<file path="config.mk">
export PLATFORM = sky130hd
export DESIGN_NAME = analog_sar_sequencer_flat
export DESIGN_NICKNAME = d
export VERILOG_FILES = /design/src/rtl/analog_sar_sequencer_if.sv /design/src/rtl/analog_sar_sequencer.sv /design/src/flat_wrapper.sv
export SDC_FILE = /design/constraint.sdc
export NUM_CORES = 1
export LEC_CHECK = 0
export ABC_AREA = 1
export BUFFER_PORTS_ARGS = -buffer_cell sky130_fd_sc_hd__buf_2
export CAP_MARGIN = 20
export CORE_UTILIZATION = 59
export DETAILED_ROUTE_END_ITERATION = 10
export PLACE_DENSITY = 0.87
export SETUP_SLACK_MARGIN = 0.3
export SLEW_MARGIN = 40
export SYNTH_ARGS = -nofsm -noshare
export SYNTH_HDL_FRONTEND = slang
export SYNTH_SLANG_ARGS = --single-unit
</file>
<file path="constraint.sdc">
create_clock -name clk -period 2.95 [get_ports clk]
set_clock_uncertainty 0.2 [all_clocks]
set_input_delay 0.4425 -clock clk [delete_from_list [all_inputs] [get_ports clk]]
set_output_delay 0.4425 -clock clk [all_outputs]
set_load 0.01 [all_outputs]
</file>
<file path="src/rtl/analog_sar_sequencer_if.sv">
// Handshake/bus bundle between the SAR sequencer and its controller and analog front end.
interface analog_sar_sequencer_if #(
   parameter int WIDTH = 8,
   parameter int CHW   = 2
);
   logic             start;
   logic             scan;
   logic [CHW-1:0]   ch;
   logic             comp_in;
   logic [CHW-1:0]   mux_sel;
   logic             sample;
   logic [WIDTH-1:0] dac_code;
   logic             busy;
   logic             valid;
   logic [WIDTH-1:0] data;
   logic [CHW-1:0]   data_ch;

   modport master (
      output start, scan, ch, comp_in,
      input  mux_sel, sample, dac_code, busy, valid, data, data_ch
   );

   modport slave (
      input  start, scan, ch, comp_in,
      output mux_sel, sample, dac_code, busy, valid, data, data_ch
   );
endinterface

</file>
<file path="src/rtl/analog_sar_sequencer.sv">
// Successive-approximation ADC sequencer: channel select, track/settle, binary search
// on the DAC trial code, result capture, optional round-robin scan over channels.
module analog_sar_sequencer #(
   parameter int WIDTH  = 8,
   parameter int NCH    = 4,
   parameter int SETTLE = 4
) (
   input  logic                  clk,
   input  logic                  rst,
   analog_sar_sequencer_if.slave bus
);
   localparam int CHW = (NCH > 1) ? $clog2(NCH) : 1;

   typedef enum logic [1:0] {IDLE, SAMPLE, CONVERT, DONE} state_t;

   state_t           state;
   logic [7:0]       cnt;       // settle countdown in SAMPLE, trial bit index in CONVERT
   logic [CHW-1:0]   chan;      // latched channel, also drives the mux directly
   logic             sample_q;
   logic             busy_q;
   logic             valid_q;
   logic [WIDTH-1:0] dac_q;
   logic [WIDTH-1:0] data_q;
   logic [CHW-1:0]   data_ch_q;

   logic [CHW-1:0]   ch_clamp;
   logic [CHW-1:0]   chan_nxt;
   logic [WIDTH-1:0] mask;
   logic [WIDTH-1:0] kept;

   // Out-of-range channel requests saturate to the highest channel; scan wraps.
   always_comb begin
      ch_clamp = (bus.ch > CHW'(NCH-1)) ? CHW'(NCH-1) : bus.ch;
      chan_nxt = (chan == CHW'(NCH-1)) ? '0 : chan + CHW'(1);
   end

   // Current trial bit and the code after the comparator decision on it.
   always_comb begin
      mask = WIDTH'(1) << cnt;
      kept = bus.comp_in ? dac_q : (dac_q & ~mask);
   end

   // Sequencer FSM with all outputs registered.
   always_ff @(posedge clk) begin
      if (rst) begin
         state     <= IDLE;
         cnt       <= '0;
         chan      <= '0;
         sample_q  <= 1'b0;
         busy_q    <= 1'b0;
         valid_q   <= 1'b0;
         dac_q     <= '0;
         data_q    <= '0;
         data_ch_q <= '0;
      end else begin
         valid_q <= 1'b0;
         case (state)
            IDLE: begin
               if (bus.start) begin
                  chan     <= ch_clamp;
                  sample_q <= 1'b1;
                  busy_q   <= 1'b1;
                  cnt      <= 8'(SETTLE-1);
                  state    <= SAMPLE;
               end
            end
            SAMPLE: begin
               if (cnt == 8'd0) begin
                  sample_q <= 1'b0;
                  dac_q    <= WIDTH'(1) << (WIDTH-1);
                  cnt      <= 8'(WIDTH-1);
                  state    <= CONVERT;
               end else begin
                  cnt <= cnt - 8'd1;
               end
            end
            CONVERT: begin
               if (cnt == 8'd0) begin
                  data_q    <= kept;
                  data_ch_q <= chan;
                  valid_q   <= 1'b1;
                  dac_q     <= '0;
                  state     <= DONE;
               end else begin
                  dac_q <= kept | (mask >> 1);
                  cnt   <= cnt - 8'd1;
               end
            end
            DONE: begin
               // scan is only looked at here, so dropping it mid-conversion finishes that one
               if (bus.scan) begin
                  chan     <= chan_nxt;
                  sample_q <= 1'b1;
                  cnt      <= 8'(SETTLE-1);
                  state    <= SAMPLE;
               end else begin
                  busy_q <= 1'b0;
                  state  <= IDLE;
               end
            end
            default: state <= IDLE;
         endcase
      end
   end

   assign bus.mux_sel  = chan;
   assign bus.sample   = sample_q;
   assign bus.dac_code = dac_q;
   assign bus.busy     = busy_q;
   assign bus.valid    = valid_q;
   assign bus.data     = data_q;
   assign bus.data_ch  = data_ch_q;
endmodule

</file>
<file path="src/flat_wrapper.sv">
// flat-port wrapper written by rule: the top's interface ports become plain ports
module analog_sar_sequencer_flat 
#(
   parameter int WIDTH  = 8,
   parameter int NCH    = 4,
   parameter int SETTLE = 4
)
  (clk, rst, bus_start, bus_scan, bus_ch, bus_comp_in, bus_mux_sel, bus_sample, bus_dac_code, bus_busy, bus_valid, bus_data, bus_data_ch);
  analog_sar_sequencer_if #(.WIDTH(WIDTH), .CHW(2)) bus_i ();
  input  logic clk;
  input  logic rst;
  input wire logic [$bits(bus_i.start)-1:0] bus_start;
  input wire logic [$bits(bus_i.scan)-1:0] bus_scan;
  input wire logic [$bits(bus_i.ch)-1:0] bus_ch;
  input wire logic [$bits(bus_i.comp_in)-1:0] bus_comp_in;
  output wire logic [$bits(bus_i.mux_sel)-1:0] bus_mux_sel;
  output wire logic [$bits(bus_i.sample)-1:0] bus_sample;
  output wire logic [$bits(bus_i.dac_code)-1:0] bus_dac_code;
  output wire logic [$bits(bus_i.busy)-1:0] bus_busy;
  output wire logic [$bits(bus_i.valid)-1:0] bus_valid;
  output wire logic [$bits(bus_i.data)-1:0] bus_data;
  output wire logic [$bits(bus_i.data_ch)-1:0] bus_data_ch;
  assign bus_i.start = bus_start;
  assign bus_i.scan = bus_scan;
  assign bus_i.ch = bus_ch;
  assign bus_i.comp_in = bus_comp_in;
  assign bus_mux_sel = bus_i.mux_sel;
  assign bus_sample = bus_i.sample;
  assign bus_dac_code = bus_i.dac_code;
  assign bus_busy = bus_i.busy;
  assign bus_valid = bus_i.valid;
  assign bus_data = bus_i.data;
  assign bus_data_ch = bus_i.data_ch;
  analog_sar_sequencer #(.WIDTH(WIDTH), .NCH(NCH), .SETTLE(SETTLE)) u_core (.clk(clk), .rst(rst), .bus(bus_i));
endmodule
</file>
==> impl_metrics.ini <==
[drt]
ant_nets = 0
vias_per_cell = 5.326
wl_per_cell_um = 11.38
wl_mm = 3.561
firstDrtPassIters = 4
vias = 1667
drc = 0
initialDrtViolationCount = 72

[clock_tree]
clk_latency_ns = 0.33
cts_made_buffers = 5
root_buffer = clkbuf_4
postCtsSetupBuffers = 0
cts_hold_buffers = 0
cts.sinks = 33
cts_resized = 0
cts-htree-levels = 2
cts_buffer_depth = 2
cts_tree = built
clkTransAtPathRegs_ns = 0.11

[floorplan]
start_util_pct = 62.79
dieArea_um2 = 3156
die_h_um = 56.18
num_rows = 19
fp.coreArea_um2 = 2758
io_pins = 30
fp.dieW_um = 56.18

[setup_path]
cpMostUsedCell = inv_1
endpoint_kind = flop
path_cells = inv_1, ha_1, inv_1, or2_2, nand2_1, inv_1, nand2_4, o21ai_0, nor2_1
crit_cells = 9
worstPathMaxFanout = 6
worst-endpoint-arrival_ns = 2.03
critPathLaunchType = flop
r2r_slack_ns = 0.93
critPathBufInv = 3
cp_slowest_cell = dfxtp_1
crit_start = u_core.state[0]
r2r_start = u_core.state[0]
cp_top_family = flip-flops
cp.required_ns = 2.96
rr_worst_depth = 9
critPathKind = reg2reg
critPathMaxStageDelay_ns = 0.43

[status]
status = finished clean

[final_layout]
num_antenna_cells = 0
final_cell_area_um2 = 1943
syn_to_final_growth_pct = 12.21
layout.nets = 297
fin_util_pct = 70.46
drive_gt1_share_pct = 18.09
multi_input_area_um2 = 939.7
fill_cells = 242
regArea_um2 = 660.6

[sta]
report.final.hold_viol_count = 0
fin_crit_ns = 2.021
maxSlewViolCount = 0
setup_viol = 0
fin_setup_tns_ns = 0
relSlewSlack_pct = 69.10
fmax_mhz = 494.7
finalCritPeriodShare_pct = 68.52
rsz0062_at_grt = false
fin_hold_ws_ns = 0.1790
tightest_slew_ns = 0.4618

[synthesis]
ys_seq_area_share_pct = 38.15
ys_warn_count = 0
mappedNetlistArea_um2 = 1732
synth_cells = 250
ys_ff_latch = 33
postSynthAreaPerCell_um2 = 6.927
syn_nets = 266
synth.distinct_cells = 26

[global_routing]
grt_max_degree = 21
busiest_layer = met2
overflow = 0
use_met1_pct = 31.49
grt_use_met2_pct = 41.16
grt_pass1_vias = 1427
grt_use_met3_pct = 5.116
track_usage_pct = 24.38
antenna_found_initial = 0
grt_pass1_wl_mm = 6.099

[worst_hold_path]
min_from = bus_start
holdCritPathClass = in2reg
whs_path_depth = 3

[placement]
gp_congestion = 0.8692
dpl.hpwl_mm = 2.669
portBuffers = 29
place_area_um2 = 1888

[power_and_ir_drop]
total_power_uw = 1846
leakage_uw = 0.0009358
powerDensity_nw_per_um2 = 950.0
irDropWorstVdd_mv = 0.7856

[job]
cap_viol_max_count = 0
## cell families (layout without fill, tap and decap cells)
group / count (synthesis) / count (layout) / share of synthesized area [%]
flops: 33 / 33 / 38.15
compound gates: 59 / 59 / 18.21
simple gates: 116 / 116 / 29.05
xor+xnor: 1 / 1 / 0.5059
buf+inv: 32 / 64 / 7.586
fa+ha+maj: 9 / 9 / 6.503
## final timing paths
kind | to
worst min-delay path | u_core.bus.busy
worst max register to register | u_core.cnt[4]
worst min register to register | u_core.bus.busy
worst max-delay path | u_core.cnt[4]
## worst min-delay path, cell delays in order
cell	delay, ns
buf_2	0.10
nand3_1	0.07
a21oi_1	0.06
## flip-flops by register name, summed over array words and instances, names as in the netlist
register and count:
u_core.bus.mux_sel 2, u_core.bus.busy 1, u_core.bus.sample 1, u_core.bus.dac_code 8
u_core.bus.data_ch 2, u_core.state 2, u_core.cnt 8, u_core.bus.data 8
u_core.bus.valid 1
## cell type report
class                      instances  area share, %
clock buffer                       5          1.932
clock inverter                     3         0.9015
inverter                          27          5.345
multi-input combinational        185          48.36
sequential                        33          34.00
tap                               31          1.996
timing repair buffer              29          7.469
## metal layers
layer	vias up	share of wire (%)
met5	-	0
met1	751	48
met3	5	4.4
met4	0	1.0
li1	876	-
met2	35	47
## synth_stat cells, drive strengths merged
master | n | share of area, %
xnor2 | 1 | 0.51
nand4 | 2 | 0.72
o31ai | 1 | 0.43
nand2 | 60 | 14
dfxtp | 33 | 38
or2 | 3 | 1.1
nand3 | 10 | 2.9
ha | 9 | 6.5
inv | 27 | 6.0
nor3 | 4 | 1.2
a211oi | 1 | 0.43
a22oi | 1 | 0.72
clkbuf | 3 | 0.65
a31o | 1 | 0.51
nor2 | 37 | 8.9
a21oi | 25 | 7.4
buf | 2 | 0.94
o21ai | 30 | 8.7
## power breakdown
part	internal [uW]	switching, uW	total, uW
sequential	561	87.4	649
clock	89.8	158	247
combinational	333	617	950
total	984	862	1850
## cells in the final DEF, fill, tap and decap left out, types with 2 or more instances in the layout
master,n
a21oi_1,24
o21ai_0,30
clkinv_2,2
nor3_1,4
dfxtp_1,33
or2_2,2
nand2_4,2
nor2_4,2
ha_1,9
inv_1,25
nor2_1,35
clkbuf_4,5
nand4_1,2
nand2_2,3
nand2_1,55
nand3_1,10
buf_2,29
## through the flow
step / worst slack, ns / std cells
finish: 0.9287 / 313
global route: 0.8113 / 313
CTS: 0.9644 / 313
detailed placement: 0.9965 / 305
global placement: 1.029 / 305
floorplan: 1.194 / 250
Note: power is estimated with default switching activity, not from simulation.
